## src/rtl/input_conditioner.sv

```systemverilog
// input_conditioner: synchronises, debounces and edge-detects four direction
// switches, then derives press pulses, hold-to-repeat pulses and a resolved
// signed move vector. Every output comes straight from a flop.
module input_conditioner #(
    parameter int DEBOUNCE_CYCLES = 1_000_000,
    parameter int REPEAT_DELAY    = 40_000_000,
    parameter int REPEAT_PERIOD   = 10_000_000
) (
    input  logic       clk,
    input  logic       reset,
    input  logic       switch_up,
    input  logic       switch_down,
    input  logic       switch_left,
    input  logic       switch_right,
    output logic [3:0] btn_level,
    output logic [3:0] btn_press,
    output logic [3:0] btn_repeat,
    output logic [1:0] move_dx,
    output logic [1:0] move_dy,
    output logic       move_valid
);
    localparam int DB_W    = $clog2(DEBOUNCE_CYCLES + 1);
    localparam int REP_MAX = (REPEAT_DELAY > REPEAT_PERIOD) ? REPEAT_DELAY : REPEAT_PERIOD;
    localparam int REP_W   = (REP_MAX < 1) ? 1 : $clog2(REP_MAX + 1);

    // Counter value on which the next differing cycle flips the stable state.
    localparam logic [DB_W-1:0]  DB_LAST      = DB_W'(DEBOUNCE_CYCLES - 1);
    localparam logic [REP_W-1:0] REP_DELAY_V  = REP_W'(REPEAT_DELAY);
    localparam logic [REP_W-1:0] REP_PERIOD_V = REP_W'(REPEAT_PERIOD);
    localparam logic [REP_W-1:0] REP_ONE      = REP_W'(1);

    // Bit order shared by all 4-bit buses: [0]=up [1]=down [2]=left [3]=right.
    logic [3:0] raw;
    assign raw = {switch_right, switch_left, switch_down, switch_up};

    logic [3:0]       s1_q, s1_d;
    logic [3:0]       s2_q, s2_d;
    logic [3:0]       stable_q, stable_d;
    logic [3:0]       press_q, press_d;
    logic [3:0]       repeat_q, repeat_d;
    logic [DB_W-1:0]  db_cnt_q [4];
    logic [DB_W-1:0]  db_cnt_d [4];
    logic [REP_W-1:0] rep_cnt_q [4];
    logic [REP_W-1:0] rep_cnt_d [4];
    logic [1:0]       dx_q, dx_d;
    logic [1:0]       dy_q, dy_d;
    logic             valid_q, valid_d;
    logic [3:0]       ev;

    // Two-stage synchroniser, nothing between the stages.
    always_comb begin
        s1_d = raw;
        s2_d = s1_q;
    end

    // Debounce: count consecutive cycles s2 disagrees with stable; any agreeing
    // cycle restarts the count, and the D-th disagreeing cycle flips stable.
    always_comb begin
        stable_d = stable_q;
        for (int i = 0; i < 4; i++) begin
            db_cnt_d[i] = '0;
            if (s2_q[i] != stable_q[i]) begin
                if (db_cnt_q[i] == DB_LAST) begin
                    stable_d[i] = ~stable_q[i];
                end else begin
                    db_cnt_d[i] = db_cnt_q[i] + 1'b1;
                end
            end
        end
    end

    // Press on debounced rising edge; repeat counter loads on press, counts
    // down while held and fires on its last count. Looking at the next level
    // keeps a repeat from landing in the cycle the level drops.
    always_comb begin
        press_d  = stable_d & ~stable_q;
        repeat_d = '0;
        for (int i = 0; i < 4; i++) begin
            rep_cnt_d[i] = rep_cnt_q[i];
            if (press_d[i]) begin
                rep_cnt_d[i] = REP_DELAY_V;
            end else if (!stable_d[i]) begin
                rep_cnt_d[i] = '0;
            end else if (rep_cnt_q[i] == REP_ONE) begin
                repeat_d[i]  = 1'b1;
                rep_cnt_d[i] = REP_PERIOD_V;
            end else if (rep_cnt_q[i] != '0) begin
                rep_cnt_d[i] = rep_cnt_q[i] - 1'b1;
            end
        end
    end

    // Move resolution: an event steps only if the opposing button is not held.
    always_comb begin
        ev   = press_q | repeat_q;
        dx_d = 2'b00;
        dy_d = 2'b00;
        if (ev[3] && !stable_q[2]) begin
            dx_d = 2'b01;
        end else if (ev[2] && !stable_q[3]) begin
            dx_d = 2'b11;
        end
        if (ev[1] && !stable_q[0]) begin
            dy_d = 2'b01;
        end else if (ev[0] && !stable_q[1]) begin
            dy_d = 2'b11;
        end
        valid_d = (dx_d != 2'b00) || (dy_d != 2'b00);
    end

    // State register; every flop clears asynchronously on reset low.
    always_ff @(posedge clk or negedge reset) begin
        if (!reset) begin
            s1_q     <= '0;
            s2_q     <= '0;
            stable_q <= '0;
            press_q  <= '0;
            repeat_q <= '0;
            dx_q     <= '0;
            dy_q     <= '0;
            valid_q  <= 1'b0;
            for (int i = 0; i < 4; i++) begin
                db_cnt_q[i]  <= '0;
                rep_cnt_q[i] <= '0;
            end
        end else begin
            s1_q     <= s1_d;
            s2_q     <= s2_d;
            stable_q <= stable_d;
            press_q  <= press_d;
            repeat_q <= repeat_d;
            dx_q     <= dx_d;
            dy_q     <= dy_d;
            valid_q  <= valid_d;
            for (int i = 0; i < 4; i++) begin
                db_cnt_q[i]  <= db_cnt_d[i];
                rep_cnt_q[i] <= rep_cnt_d[i];
            end
        end
    end

    assign btn_level  = stable_q;
    assign btn_press  = press_q;
    assign btn_repeat = repeat_q;
    assign move_dx    = dx_q;
    assign move_dy    = dy_q;
    assign move_valid = valid_q;

endmodule

```

## config.mk

```make
export PLATFORM = sky130hd
export DESIGN_NAME = input_conditioner
export DESIGN_NICKNAME = d
export VERILOG_FILES = /design/src/rtl/input_conditioner.sv
export SDC_FILE = /design/constraint.sdc
export NUM_CORES = 1
export LEC_CHECK = 0
export CELL_PAD_IN_SITES_DETAIL_PLACEMENT = 1
export CELL_PAD_IN_SITES_GLOBAL_PLACEMENT = 2
export CORE_ASPECT_RATIO = 0.9
export CORE_MARGIN = 3
export CORE_UTILIZATION = 44
export DETAILED_ROUTE_END_ITERATION = 12
export GPL_TIMING_DRIVEN = 0
export PLACE_DENSITY_LB_ADDON = 0.1
export SYNTH_ARGS = -nofsm -noshare
export SYNTH_HDL_FRONTEND = slang
export SYNTH_SLANG_ARGS = --single-unit
```

## constraint.sdc

```tcl
create_clock -name clk -period 6.79 [get_ports clk]
set_clock_uncertainty 0.15 [all_clocks]
set_input_delay 1.358 -clock clk [delete_from_list [all_inputs] [get_ports clk]]
set_output_delay 1.358 -clock clk [all_outputs]
set_load 0.02 [all_outputs]
```

# Word-level counts from Yosys, hierarchy flattened
# Index checks and enable logic that the tools add are counted.
[classes] shift=0 mux=48 n_lt_le_gt_ge=0 reduce_logical=15 eq_ne=16 bitwise=7 mul=0 div_mod_pow=0 n_addsub=8
[op_table] op="26-bit two-way mux" count=16
[op_table] op="20-bit two-way mux" count=8
[op_table] op="26-bit by 1-bit == test with 1-bit output (second input constant)" count=4
[op_table] op="26-bit nonzero test" count=4
[op_table] op="26-bit by 1-bit subtractor with 26-bit output (second input constant)" count=4
[op_table] op="20-bit by 1-bit adder with 20-bit output (second input constant)" count=4
[op_table] op="20-bit == test (second input constant)" count=4
[op_table] op="1-bit two-way mux" count=20
[op_table] op="4-bit by 1-bit != test with 1-bit output (second input constant)" count=4
[op_table] op="2-bit two-way mux" count=4
[op_table] op="4-bit bitwise AND" count=1
[op_table] op="1-bit logical AND" count=4
[op_table] op="1-bit logical NOT" count=4
[op_table] op="1-bit != test" count=4
[op_table] op="1-bit NOT" count=4
[op_table] op="4-bit NOT" count=1
[op_table] op="4-bit bitwise OR" count=1
[op_table] op="2-bit nonzero test" count=2
[op_table] op="1-bit logical OR" count=1
[word_totals] rom_bits=0 register_bits=209 ramBits=0 latch_bits=0 n_memories=0 input_bits=6

# Depth between registers and ports, before layout
[logic_depth] word_depth=6 mapped_depth=9

# Least setup slack after synthesis
# No wires, ideal clock.
[synth_path] path_type="register to register" startpoint="register rep_cnt_q[39] (netlist name)" endpoint="register rep_cnt_q[50] (netlist name)" stages_incl_launch_ff=9 period_less_slack_ps=2429 required_time_ps=6488 arrival_ps=2128 slack_ps=4361 setup_ps=152 cell_sequence="dfrtp_1 or4_4 or3_1 buf_2 or2_1 buf_6 nor4_2 mux2i_1 nor2_1"
[synth_between] elab_chain_cells=5
[synth_lines] item="start: declaration" line_no="43" rtl="logic [REP_W-1:0] rep_cnt_q [4];"
[synth_lines] item="start signal: indexed assignment" line_no="137" rtl="rep_cnt_q[i] <= rep_cnt_d[i];"
[synth_lines] item="26-bit by 1-bit subtractor with 26-bit output" line_no="88" rtl="rep_cnt_d[i] = rep_cnt_q[i] - 1'b1;"
[synth_lines] item="26-bit two-way mux" line_no="87" rtl="end else if (rep_cnt_q[i] != '0) begin"
[synth_lines] item="26-bit two-way mux" line_no="84" rtl="end else if (rep_cnt_q[i] == REP_ONE) begin"
[synth_lines] item="26-bit two-way mux" line_no="82" rtl="end else if (!stable_d[i]) begin"
[synth_lines] item="26-bit two-way mux" line_no="80" rtl="if (press_d[i]) begin"
# Several ways; a longest one is shown, not always the timed one. The select of a mux whose other input is x is not followed.
# A chain may end at the register's enable or synchronous reset.

# Worst setup path after layout
[layout_path] startpoint="register rep_cnt_q[0] (netlist name)" endpoint="register rep_cnt_q[13] (netlist name)"
# The elaborated chain is that of the path after synthesis.

==> reports/qor.log <==
qor: cts.clock-sinks 209
qor: synthesis.yosysWarningCount 0
qor: cts.clock_tree.htree_level_count 1
qor: synthesis.edff_count_synth 0
qor: power_and_ir_drop.powerDensity 219 nW/µm²
qor: cts.clk_pin_slew 0.06 ns
qor: power_and_ir_drop.vdd_drop_max 0.000188 V
qor: layout.instances_no_fill 1460
qor: cts.tritoncts_buffer_count 24
qor: timing.finalHoldViolCount 0
qor: global_route.grt_pass1_vias 8422
qor: cts.post_cts_resize_count 0
qor: synthesis.syn-instance-count 1096
qor: power_and_ir_drop.power.share.switching 21.4%
qor: placed_design.dp_hpwl 16900 µm
qor: drt.dr.first_iter.drc_count 329
qor: worst_hold_path.worstHoldPathCells 0
qor: timing.grt_setup_unrepaired false
qor: timing.timing.final.setup_violations 0
qor: layout.most_frequent_cells_in_the_layout 209 x dfrtp_1, 183 x nor2_1, 98 x nand2_1, 87 x xor2_1, 63 x xnor2_1
qor: worst_setup_path.critPathMaxFanout 10
qor: placed_design.preCtsSetupSlack 3.76 ns
qor: power_and_ir_drop.power.switching 0.000558 W
qor: cts.worstSkewPairLatency 0.52 ns
qor: die.ioPinCount 23
qor: worst_setup_path.cp_data_required_time 7.04 ns
qor: layout.syn_to_final_growth 13.7%
qor: power_and_ir_drop.clock_power_share 49.5%
qor: synthesis.synth.top_cells.by_area dfrtp_1 50%, xor2_1 7.3%, nor2_1 6.6%, xnor2_1 5.3%, nand2_1 3.5%
qor: global_route.grt_util_all_layers 19.5%
qor: worst_hold_path.hold_path.class flip-flop to flip-flop
qor: layout.fillCellCount 2641
qor: cts.tritoncts built
qor: layout.insertedDiodeCount 0
qor: worst_setup_path.setup.worst_path.class flip-flop to flip-flop
qor: drt.via_count 7932
qor: drt.wl_per_cell 16.8 µm
qor: power_and_ir_drop.p_leak 5.44 nW
qor: worst_setup_path.worst_setup_path_start_kind flip-flop
qor: synthesis.synth.distinct_cells 61
qor: power_and_ir_drop.combinational_power_share 2.0%
qor: synthesis.async_reset_ff_share 100%
qor: timing.timing.fmax 331 MHz
qor: global_route.grt_first_pass_wirelength 42500 µm
qor: drt.postRouteAntennaNets 0
qor: cts.ctsRootBufferMaster clkbuf_16
qor: die.dieWidth 168 µm
qor: worst_setup_path.r2r.worst_path.cells 9
qor: die.fp-row-count 52
qor: synthesis.netlist_area 10400 µm²
qor: timing.slew_headroom 15.9%
qor: layout.most_common_library_cell_in_the_layout_ignoring_fill_and_taps dfrtp_1
qor: drt.drc_violation_count_after_routing 0
qor: timing.finalCritPeriodShare 44.5%
qor: worst_setup_path.reg2reg_slack 3.77 ns
qor: synthesis.postSynth.topFlopCell dfrtp_1
qor: die.core_area 22900 µm²
qor: cts.post_cts.repair.setup_buffers 0
qor: placed_design.gpl.final_weighted_congestion 0.747
qor: run.cap_violations 0
qor: drt.final_wirelength 24500 µm
qor: synthesis.yosys_register_bits 209
qor: timing.fin_ws 3.77 ns
qor: global_route.initial_antenna_violation_count 0
qor: worst_setup_path.endpoint_kind flip-flop
qor: placed_design.port-buffer-count 22
qor: global_route.grt_start_max_net_pins 114
qor: power_and_ir_drop.p_seq_share 48.5%
qor: drt.drt-pass1-iter-count 4
qor: layout.finalCoreUtilization 51.9%
qor: cts.cts_max_path_buffers 3
qor: synthesis.syn_area_per_cell 9.53 µm²
qor: timing.slew_violations 0
qor: placed_design.placedCellCount 1416
qor: layout.nets 1163
qor: synthesis.synth-seq-area-share 50.1%
qor: power_and_ir_drop.intPower 0.00205 W
qor: global_route.grt-ovfl-total 0
qor: layout.post_route_cells_drive_above_1_share 5.93%
qor: synthesis.syn_nets 1114
qor: timing.fin_setup_tns 0 ns
qor: run_status.status finished clean
qor: timing.shortest_clock_period_the_worst_path_allows_after_layout 3.02 ns
qor: die.initial_core_utilization 45.6%
qor: worst_setup_path.worst_ep_arrival_time 3.27 ns
qor: synthesis.synth_largest_type_area_fraction 50.1%
qor: cts.cts_hold_buf 0
qor: timing.worst-slew-pin-transition 1.25 ns
qor: drt.vias_per_cell 5.43
qor: die.dieArea 25600 µm²
qor: die.dieHeight 152 µm
qor: synthesis.synthDominantAreaCellType dfrtp_1
## registers in the layout, summed over array words and instances (netlist names)
name        count
s2_q            4
btn_press       4
move_dy         2
move_valid      1
rep_cnt_q     104
db_cnt_q       80
btn_level       4
s1_q            4
btn_repeat      4
move_dx         2
## worst paths after layout
path | end | from
max | rep_cnt_q[13] | rep_cnt_q[0]
min in group asynchronous | rep_cnt_q[42] | reset
max in group asynchronous | rep_cnt_q[19] | reset
min | s2_q[2] | s1_q[2]
min reg2reg | s2_q[2] | s1_q[2]
max reg2reg | rep_cnt_q[13] | rep_cnt_q[0]
## cells in the mapped netlist (6+ instances only)
| master | instances |
|---|---|
| nor4b_1 | 6 |
| ha_1 | 12 |
| nand3b_1 | 8 |
| and4_1 | 9 |
| nor4bb_1 | 6 |
| and2_1 | 8 |
| nor4_1 | 23 |
| xor2_1 | 87 |
| nand2b_1 | 10 |
| xnor2_1 | 63 |
| nor2_1 | 183 |
| dfrtp_1 | 209 |
| or3_1 | 23 |
| nand4_1 | 24 |
| a211oi_1 | 7 |
| or2_1 | 6 |
| o31ai_1 | 8 |
| nand2_1 | 98 |
| inv_1 | 27 |
| or4_1 | 11 |
| nor3b_1 | 7 |
| and3_1 | 12 |
| a31oi_1 | 8 |
| nor3_1 | 47 |
| a21oi_1 | 34 |
| clkbuf_1 | 22 |
| o21ai_0 | 13 |
| buf_2 | 7 |
| nand3_1 | 50 |
| o21ai_1 | 14 |
## worst max-delay path: stages, from the launching register on
cell	delay, ns
dfrtp_1	0.45
inv_1	0.09
ha_1	0.22
or4b_1	0.56
nor3_2	0.39
nand3_1	0.30
clkbuf_1	0.35
nand2_1	0.15
xor2_1	0.18
nor2_1	0.05
## area by class of cell
cell class                 instances  area [µm²]  share of cell area [%]
buffer                            31         133                    1.12
clock buffer                      38         774                    6.52
clock inverter                     6        32.5                   0.274
inverter                          29         109                   0.916
multi-input combinational        827        4980                    41.9
sequential                       209        5230                    44.0
tap                              297         372                    3.13
timing repair buffer              23         253                    2.13
## power groups by stage
stage / combinational (W) / clock, W / sequential [W]
finish: 0.0000514 / 0.00129 / 0.00126
global route: 0.0000608 / 0.00138 / 0.00126
CTS: 0.0000544 / 0.00133 / 0.00126
detailed placement: 0.0000543 / 0 / 0.00128
global placement: 0.0000512 / 0 / 0.00129
floorplan: 0.0000175 / 0 / 0.00128
## routing by layer
| layer | global-route usage (%) | part of all wire [%] | up-vias |
|---|---|---|---|
| met5 | 0 | 0 | - |
| met4 | 3.39 | 1.7 | 0 |
| met2 | 31.4 | 45 | 63 |
| met1 | 28.7 | 51 | 3967 |
| met3 | 2.52 | 2.2 | 29 |
| li1 | - | - | 3873 |
## logic make-up after synthesis
kind of cell	Yosys count	synth area share, %
adder cells (fa/ha/maj)	12	1.44
XOR/XNOR	150	12.6
buffers and inverters	60	2.31
AND/OR/NAND/NOR	554	26.8
flip-flops	209	50.1
multiplexers	7	0.706
AO/OA/AOI/OAI	104	6.13
## metrics by stage
step / total power, W / cell area (µm²) / hold slack [ns]
after CTS: 0.00265 / 11900 / 0.221
final: 0.00260 / 11900 / 0.219
after global placement: 0.00134 / 11000 / 0.184
after floorplan: 0.00130 / 10400 / 0.181
after global routing: 0.00271 / 11900 / 0.230
after detailed placement: 0.00134 / 11100 / 0.200
No activity file was read; power rests on OpenSTA's default activity.
